[src/rtl/inst_fetch_pkg.sv]
// Shared fetch-path definitions: bus widths, reset polarity and the buffered
// {pc, inst} entry layout used between the fetch unit and its FIFOs.
package inst_fetch_pkg;

  localparam int InstAddrBus = 32;
  localparam int InstBus     = 32;

  localparam logic                   RstEnable     = 1'b1;
  localparam logic [InstBus-1:0]     ZeroWord      = 32'h0000_0000;
  localparam logic [InstAddrBus-1:0] InstAlignMask = 32'hFFFF_FFFC;
  localparam logic [InstAddrBus-1:0] InstStep      = 32'h0000_0004;

  typedef struct packed {
    logic [InstAddrBus-1:0] pc;
    logic [InstBus-1:0]     inst;
  } fetch_entry_t;

  function automatic logic [InstAddrBus-1:0] align_addr(input logic [InstAddrBus-1:0] addr);
    return addr & InstAlignMask;
  endfunction

endpackage

[src/rtl/inst_fetch_fifo.sv]
// Synchronous FIFO with flush; the head entry is visible combinationally so the
// consumer sees data in the cycle after it was pushed.
module fetch_fifo
  import inst_fetch_pkg::*;
#(
  parameter int WIDTH = 32,
  parameter int DEPTH = 4
) (
  input  logic                     clk,
  input  logic                     rst,
  input  logic                     flush,
  input  logic                     push,
  input  logic [WIDTH-1:0]         push_data,
  input  logic                     pop,
  output logic [WIDTH-1:0]         head,
  output logic                     full,
  output logic                     empty,
  output logic [$clog2(DEPTH):0]   count
);

  localparam int AW = $clog2(DEPTH);
  localparam logic [AW:0] FullCount = (AW + 1)'(DEPTH);

  logic [WIDTH-1:0] mem_r [DEPTH];
  logic [AW-1:0]    wr_ptr_r;
  logic [AW-1:0]    rd_ptr_r;
  logic [AW:0]      count_r;
  logic             do_push_s;
  logic             do_pop_s;

  assign do_pop_s  = pop && (count_r != '0);
  assign do_push_s = push && ((count_r != FullCount) || do_pop_s);

  // Pointer and occupancy bookkeeping; flush empties the queue in one cycle.
  always_ff @(posedge clk) begin
    if (rst == RstEnable || flush) begin
      wr_ptr_r <= '0;
      rd_ptr_r <= '0;
      count_r  <= '0;
    end else begin
      if (do_push_s) wr_ptr_r <= wr_ptr_r + 1'b1;
      if (do_pop_s)  rd_ptr_r <= rd_ptr_r + 1'b1;
      case ({do_push_s, do_pop_s})
        2'b10:   count_r <= count_r + 1'b1;
        2'b01:   count_r <= count_r - 1'b1;
        default: count_r <= count_r;
      endcase
    end
  end

  // Storage array; contents are only meaningful below the count.
  always_ff @(posedge clk) begin
    if (do_push_s) mem_r[wr_ptr_r] <= push_data;
  end

  assign head  = mem_r[rd_ptr_r];
  assign full  = (count_r == FullCount);
  assign empty = (count_r == '0);
  assign count = count_r;

endmodule

[src/rtl/inst_fetch.sv]
// Instruction fetch unit: owns the PC, issues word fetches over req/gnt/rvalid,
// pairs returned words with their address and feeds the fetch/decode register.
module inst_fetch
  import inst_fetch_pkg::*;
#(
  parameter logic [InstAddrBus-1:0] RESET_PC = 32'h0000_0000,
  parameter int                     DEPTH    = 4
) (
  input  logic                   clk,
  input  logic                   rst,
  input  logic                   stall_i,
  input  logic                   branch_flag_i,
  input  logic [InstAddrBus-1:0] branch_target_i,
  output logic                   imem_req_o,
  output logic [InstAddrBus-1:0] imem_addr_o,
  input  logic                   imem_gnt_i,
  input  logic                   imem_rvalid_i,
  input  logic [InstBus-1:0]     imem_rdata_i,
  output logic [InstAddrBus-1:0] if_pc_o,
  output logic [InstBus-1:0]     if_inst_o,
  output logic                   if_valid_o
);

  localparam int CW = $clog2(DEPTH) + 1;
  localparam logic [CW:0] DepthOcc = (CW + 1)'(DEPTH);

  logic [InstAddrBus-1:0] pc_r;
  logic [CW-1:0]          drop_cnt_r;
  logic [CW-1:0]          outstanding_s;
  logic [CW-1:0]          buffered_s;
  logic [CW-1:0]          outstanding_after_s;
  logic [CW:0]            occupancy_s;
  logic                   aq_full_s;
  logic                   aq_empty_s;
  logic                   ib_full_s;
  logic                   ib_empty_s;
  logic                   transfer_s;
  logic                   resp_s;
  logic                   keep_s;
  logic                   pop_s;
  logic [InstAddrBus-1:0] tag_s;
  fetch_entry_t           push_entry_s;
  fetch_entry_t           head_s;

  // Occupancy counts dropped-to-be requests too, so credit is never over-issued.
  assign occupancy_s = {1'b0, outstanding_s} + {1'b0, buffered_s};
  assign transfer_s  = imem_req_o && imem_gnt_i;
  assign resp_s      = imem_rvalid_i && !aq_empty_s;
  assign keep_s      = resp_s && (drop_cnt_r == '0) && !branch_flag_i;
  assign pop_s       = !ib_empty_s && !stall_i && !branch_flag_i;
  assign outstanding_after_s = resp_s ? (outstanding_s - 1'b1) : outstanding_s;
  assign push_entry_s = '{pc: tag_s, inst: imem_rdata_i};
  assign imem_addr_o  = pc_r;

  fetch_fifo #(.WIDTH(InstAddrBus), .DEPTH(DEPTH)) u_addr_queue (
    .clk       (clk),
    .rst       (rst),
    .flush     (1'b0),
    .push      (transfer_s),
    .push_data (pc_r),
    .pop       (resp_s),
    .head      (tag_s),
    .full      (aq_full_s),
    .empty     (aq_empty_s),
    .count     (outstanding_s)
  );

  fetch_fifo #(.WIDTH(InstAddrBus + InstBus), .DEPTH(DEPTH)) u_inst_buf (
    .clk       (clk),
    .rst       (rst),
    .flush     (branch_flag_i),
    .push      (keep_s),
    .push_data (push_entry_s),
    .pop       (pop_s),
    .head      (head_s),
    .full      (ib_full_s),
    .empty     (ib_empty_s),
    .count     (buffered_s)
  );

  // Request gating: held low in reset and on redirect, otherwise credit-limited.
  always_comb begin
    imem_req_o = 1'b0;
    if (rst == RstEnable || branch_flag_i) begin
      imem_req_o = 1'b0;
    end else if ((occupancy_s < DepthOcc) && !aq_full_s && !ib_full_s) begin
      imem_req_o = 1'b1;
    end else begin
      imem_req_o = 1'b0;
    end
  end

  // Program counter: redirect wins, otherwise advance on each accepted request.
  always_ff @(posedge clk) begin
    if (rst == RstEnable) begin
      pc_r <= RESET_PC;
    end else if (branch_flag_i) begin
      pc_r <= align_addr(branch_target_i);
    end else if (transfer_s) begin
      pc_r <= pc_r + InstStep;
    end
  end

  // Everything still in flight after a redirect belongs to the old path.
  always_ff @(posedge clk) begin
    if (rst == RstEnable) begin
      drop_cnt_r <= '0;
    end else if (branch_flag_i) begin
      drop_cnt_r <= outstanding_after_s;
    end else if (resp_s && (drop_cnt_r != '0)) begin
      drop_cnt_r <= drop_cnt_r - 1'b1;
    end
  end

  // Presented pair is forced to zero whenever the buffer is empty.
  always_comb begin
    if_valid_o = !ib_empty_s;
    if_pc_o    = ZeroWord;
    if_inst_o  = ZeroWord;
    if (!ib_empty_s) begin
      if_pc_o   = head_s.pc;
      if_inst_o = head_s.inst;
    end else begin
      if_pc_o   = ZeroWord;
      if_inst_o = ZeroWord;
    end
  end

endmodule

[config.mk]
export PLATFORM = sky130hd
export DESIGN_NAME = inst_fetch
export DESIGN_NICKNAME = d
export VERILOG_FILES = /design/src/rtl/inst_fetch_pkg.sv /design/src/rtl/inst_fetch_fifo.sv /design/src/rtl/inst_fetch.sv
export SDC_FILE = /design/constraint.sdc
export NUM_CORES = 1
export LEC_CHECK = 0
export CAP_MARGIN = 20
export CORE_AREA = 2 2 239 241
export CTS_CLUSTER_DIAMETER = 80
export DETAILED_ROUTE_END_ITERATION = 6
export DIE_AREA = 0 0 241 243
export HOLD_SLACK_MARGIN = 0.06
export PLACE_DENSITY = 0.55
export SYNTH_ARGS = -nofsm -noshare
export SYNTH_HDL_FRONTEND = slang
export SYNTH_SLANG_ARGS = --single-unit
[constraint.sdc]
create_clock -name clk -period 5.9 [get_ports clk]
set_clock_uncertainty 0.15 [all_clocks]
set_input_delay 1.77 -clock clk [delete_from_list [all_inputs] [get_ports clk]]
set_output_delay 1.77 -clock clk [all_outputs]
set_load 0.05 [all_outputs]
==> flow_metrics.py <==
metrics = {
    "logic_synthesis": {
        "yosys.area_share.simple_pct": 7.203,
        "synth_compound_area_share_pct": 3.677,
        "yosysMostFrequentCell": "edfxtp_1",
        "seq_area_frac_synth_pct": 72.39,
        "syn-cell-area_mm2": 0.01667,
        "async_flop_share_pct": 0,
        "syn-instance-count": 922,
        "ys_seq_elements": 419,
        "synthMuxAreaShare_pct": 12.61,
        "synth.avg_cell_area_um2": 18.09,
        "synthAdderAreaFrac_pct": 1.471,
        "synth_largest_area_cell": "edfxtp_1",
        "synth_area_leaders": "edfxtp_1 66%, mux4_2 12%, dfxtp_1 6.1%",
        "yosysWarnings": 0,
        "synth.distinct_cells": 60,
        "synth_top_family_by_area": "multiplexers",
        "synth_edf_count": 368,
        "netlist.area_leader.share_pct": 66.27,
        "synth_ff_type": "edfxtp_1",
        "synth_xor_area_share_pct": 0.7879,
        "yosys-top-cells-count": "368 x edfxtp_1, 92 x mux4_2, 62 x nor2b_1",
    },
    "global_route": {
        "grt_usage_pct": 13.27,
        "antenna_found_initial": 0,
        "grt_pass1_vias": 9544,
        "grt_pass1_wl_um": 58440,
        "grt_start_max_net_pins": 65,
        "grt-ovfl-total": 0,
    },
    "placement": {
        "routabilityCongestion": 0.7573,
        "dp_hpwl_um": 22810,
        "io_buffers": 161,
    },
    "outcome": {
        "status": "complete, no violations",
    },
    "timing": {
        "holdWs_ns": 0.3387,
        "layout_min_cycle_time_ns": 4.922,
        "final_max_slew_viol_count": 0,
        "setup_viol": 0,
        "timing.fmax_mhz": 203.2,
        "hold_viol": 0,
        "rsz0062_at_grt": "no",
        "worst_slew_pin_slew_ns": 0.9304,
        "slew_headroom_pct": 37.64,
        "period_share_pct": 83.42,
        "tns_ns": 0,
    },
    "clocking": {
        "cts-root-buf": "clkbuf_16",
        "clock-sinks": 419,
        "clk_pin_slew_ns": 0.05,
        "post_cts_resized": 0,
        "cts_made_buffers": 48,
        "post_cts.repair.setup_buffers": 0,
        "cts_tree": "done",
        "clk_latency_ns": 0.57,
        "cts_htree_levels": 2,
        "cts_hold_buf": 0,
        "cts.path.max_buffers": 3,
    },
    "die": {
        "die_h_um": 243,
        "core_mm2": 0.05595,
        "die_w_um": 241,
        "rows": 87,
        "die_area_mm2": 0.05856,
        "io_pins": 168,
        "initial_core_util_pct": 29.80,
    },
    "detailed_routing": {
        "vias": 9060,
        "final_antenna_net_count": 0,
        "drtPass1Iterations": 5,
        "wl_um": 38590,
        "viasPerCell": 4.758,
        "dr.first_iter.drc_count": 601,
        "drcViolationCount": 0,
        "wl_per_cell_um": 20.27,
    },
    "power_and_ir_drop": {
        "p_leak_nw": 6.481,
        "p_per_area_mw_per_mm2": 348.3,
        "power_mw": 7.266,
        "ir_drop_uv": 204.4,
    },
    "critical_path": {
        "path_class": "in -> out",
        "arrival_ns": 3.00,
        "start_kind": "primary input",
        "end_kind": "primary output",
        "cp_max_fo": 4,
        "critPathRequiredTime_ns": 3.98,
    },
    "layout": {
        "final_nets": 1196,
        "drive_above_1_share_pct": 18.74,
        "area_growth_pct": 25.12,
    },
    "worst_hold_path": {
        "hold_path.class": "reg -> reg",
    },
    "flow_run": {
        "maxCapViolCount": 0,
    },
}
[cells by family after synthesis]
group                      after synthesis
other                                    1
buffers and inverters                   71
adders and majority gates               19
and+or+nand+nor                        212
muxes                                   95
xor gates and xnor gates                15
AOI/OAI and AO/OA                       90
DFF                                    419
[metal layers]
metal  GRT usage (%)  vias up  routed length [um]  part of all wire, %
met5               0        -                   0                    0
met4           4.212        0                 851                  2.2
met3           3.082       56                2221                  5.8
met2           20.95      261               17880                   46
met1           18.07     4683               17640                   46
li1                -     4060                   -                    -
[cell type report]
cell class | count | area [um2]
clock inverter | 33 | 279.0
timing repair buffer | 181 | 1847
fill | 5236 | 35090
inverter | 22 | 82.58
antenna | 1 | 2.502
tap | 756 | 945.9
clock buffer | 57 | 1297
multi-input combinational | 435 | 4328
sequential | 419 | 12080
[placed cells by master, fill, tap and decap left out, drive strengths merged, types with 18 or more instances in the layout]
cell type      instances
clkdlybuf4s50        160
nand2                 35
mux4                  92
clkbuf                57
edfxtp               368
inv                   22
nor2b                 62
ha                    18
nor2                  27
dfxtp                 51
clkinv                21
buf                   21
[worst max-delay path: stages]
cell and delay [ns]:
clkdlybuf4s50_1 0.43, a211oi_1 0.37, and3_1 0.28, buf_12 0.15
[sequential cells by signal, indices dropped and copies added (netlist names), named ones only]
signal	count
u_inst_buf.mem_r	248
u_addr_queue.count	3
u_inst_buf.rd_ptr_r	2
u_addr_queue.rd_ptr_r	2
u_addr_queue.wr_ptr_r	2
drop_cnt_r	3
u_addr_queue.mem_r	120
imem_addr_o	30
u_inst_buf.wr_ptr_r	2
u_inst_buf.count	3
[through the flow]
stage	area [um2]	setup slack [ns]	utilization, %	std cells
after floorplan	16690	0.9829	-	925
after global placement	19280	0.9911	34.47	1813
after detailed placement	19280	0.9982	34.47	1813
after CTS	20860	0.9911	37.28	1903
after global routing	20860	0.9191	37.28	1903
final	20860	0.9780	37.29	1904
[path summary, 6_finish.rpt]
path	to	slack (ns)	startpoint	depth (start not counted)
worst min register to register	u_addr_queue.wr_ptr_r[1]$_SDFFE_PP0P_	0.34	u_addr_queue.wr_ptr_r[1]$_SDFFE_PP0P_	2
worst min-delay path	u_addr_queue.wr_ptr_r[1]$_SDFFE_PP0P_	0.34	u_addr_queue.wr_ptr_r[1]$_SDFFE_PP0P_	2
worst max-delay path	imem_req_o	0.98	rst	4
worst max register to register	u_addr_queue.count[2]$_SDFFE_PP0P_	2.76	u_addr_queue.count[0]$_SDFFE_PP0P_	9
[power by group]
group	switching, mW	internal, mW
Clock	1.21	1.71
Sequential	0.0885	3.41
Combinational	0.479	0.365
(Power assumes the default switching activity.)
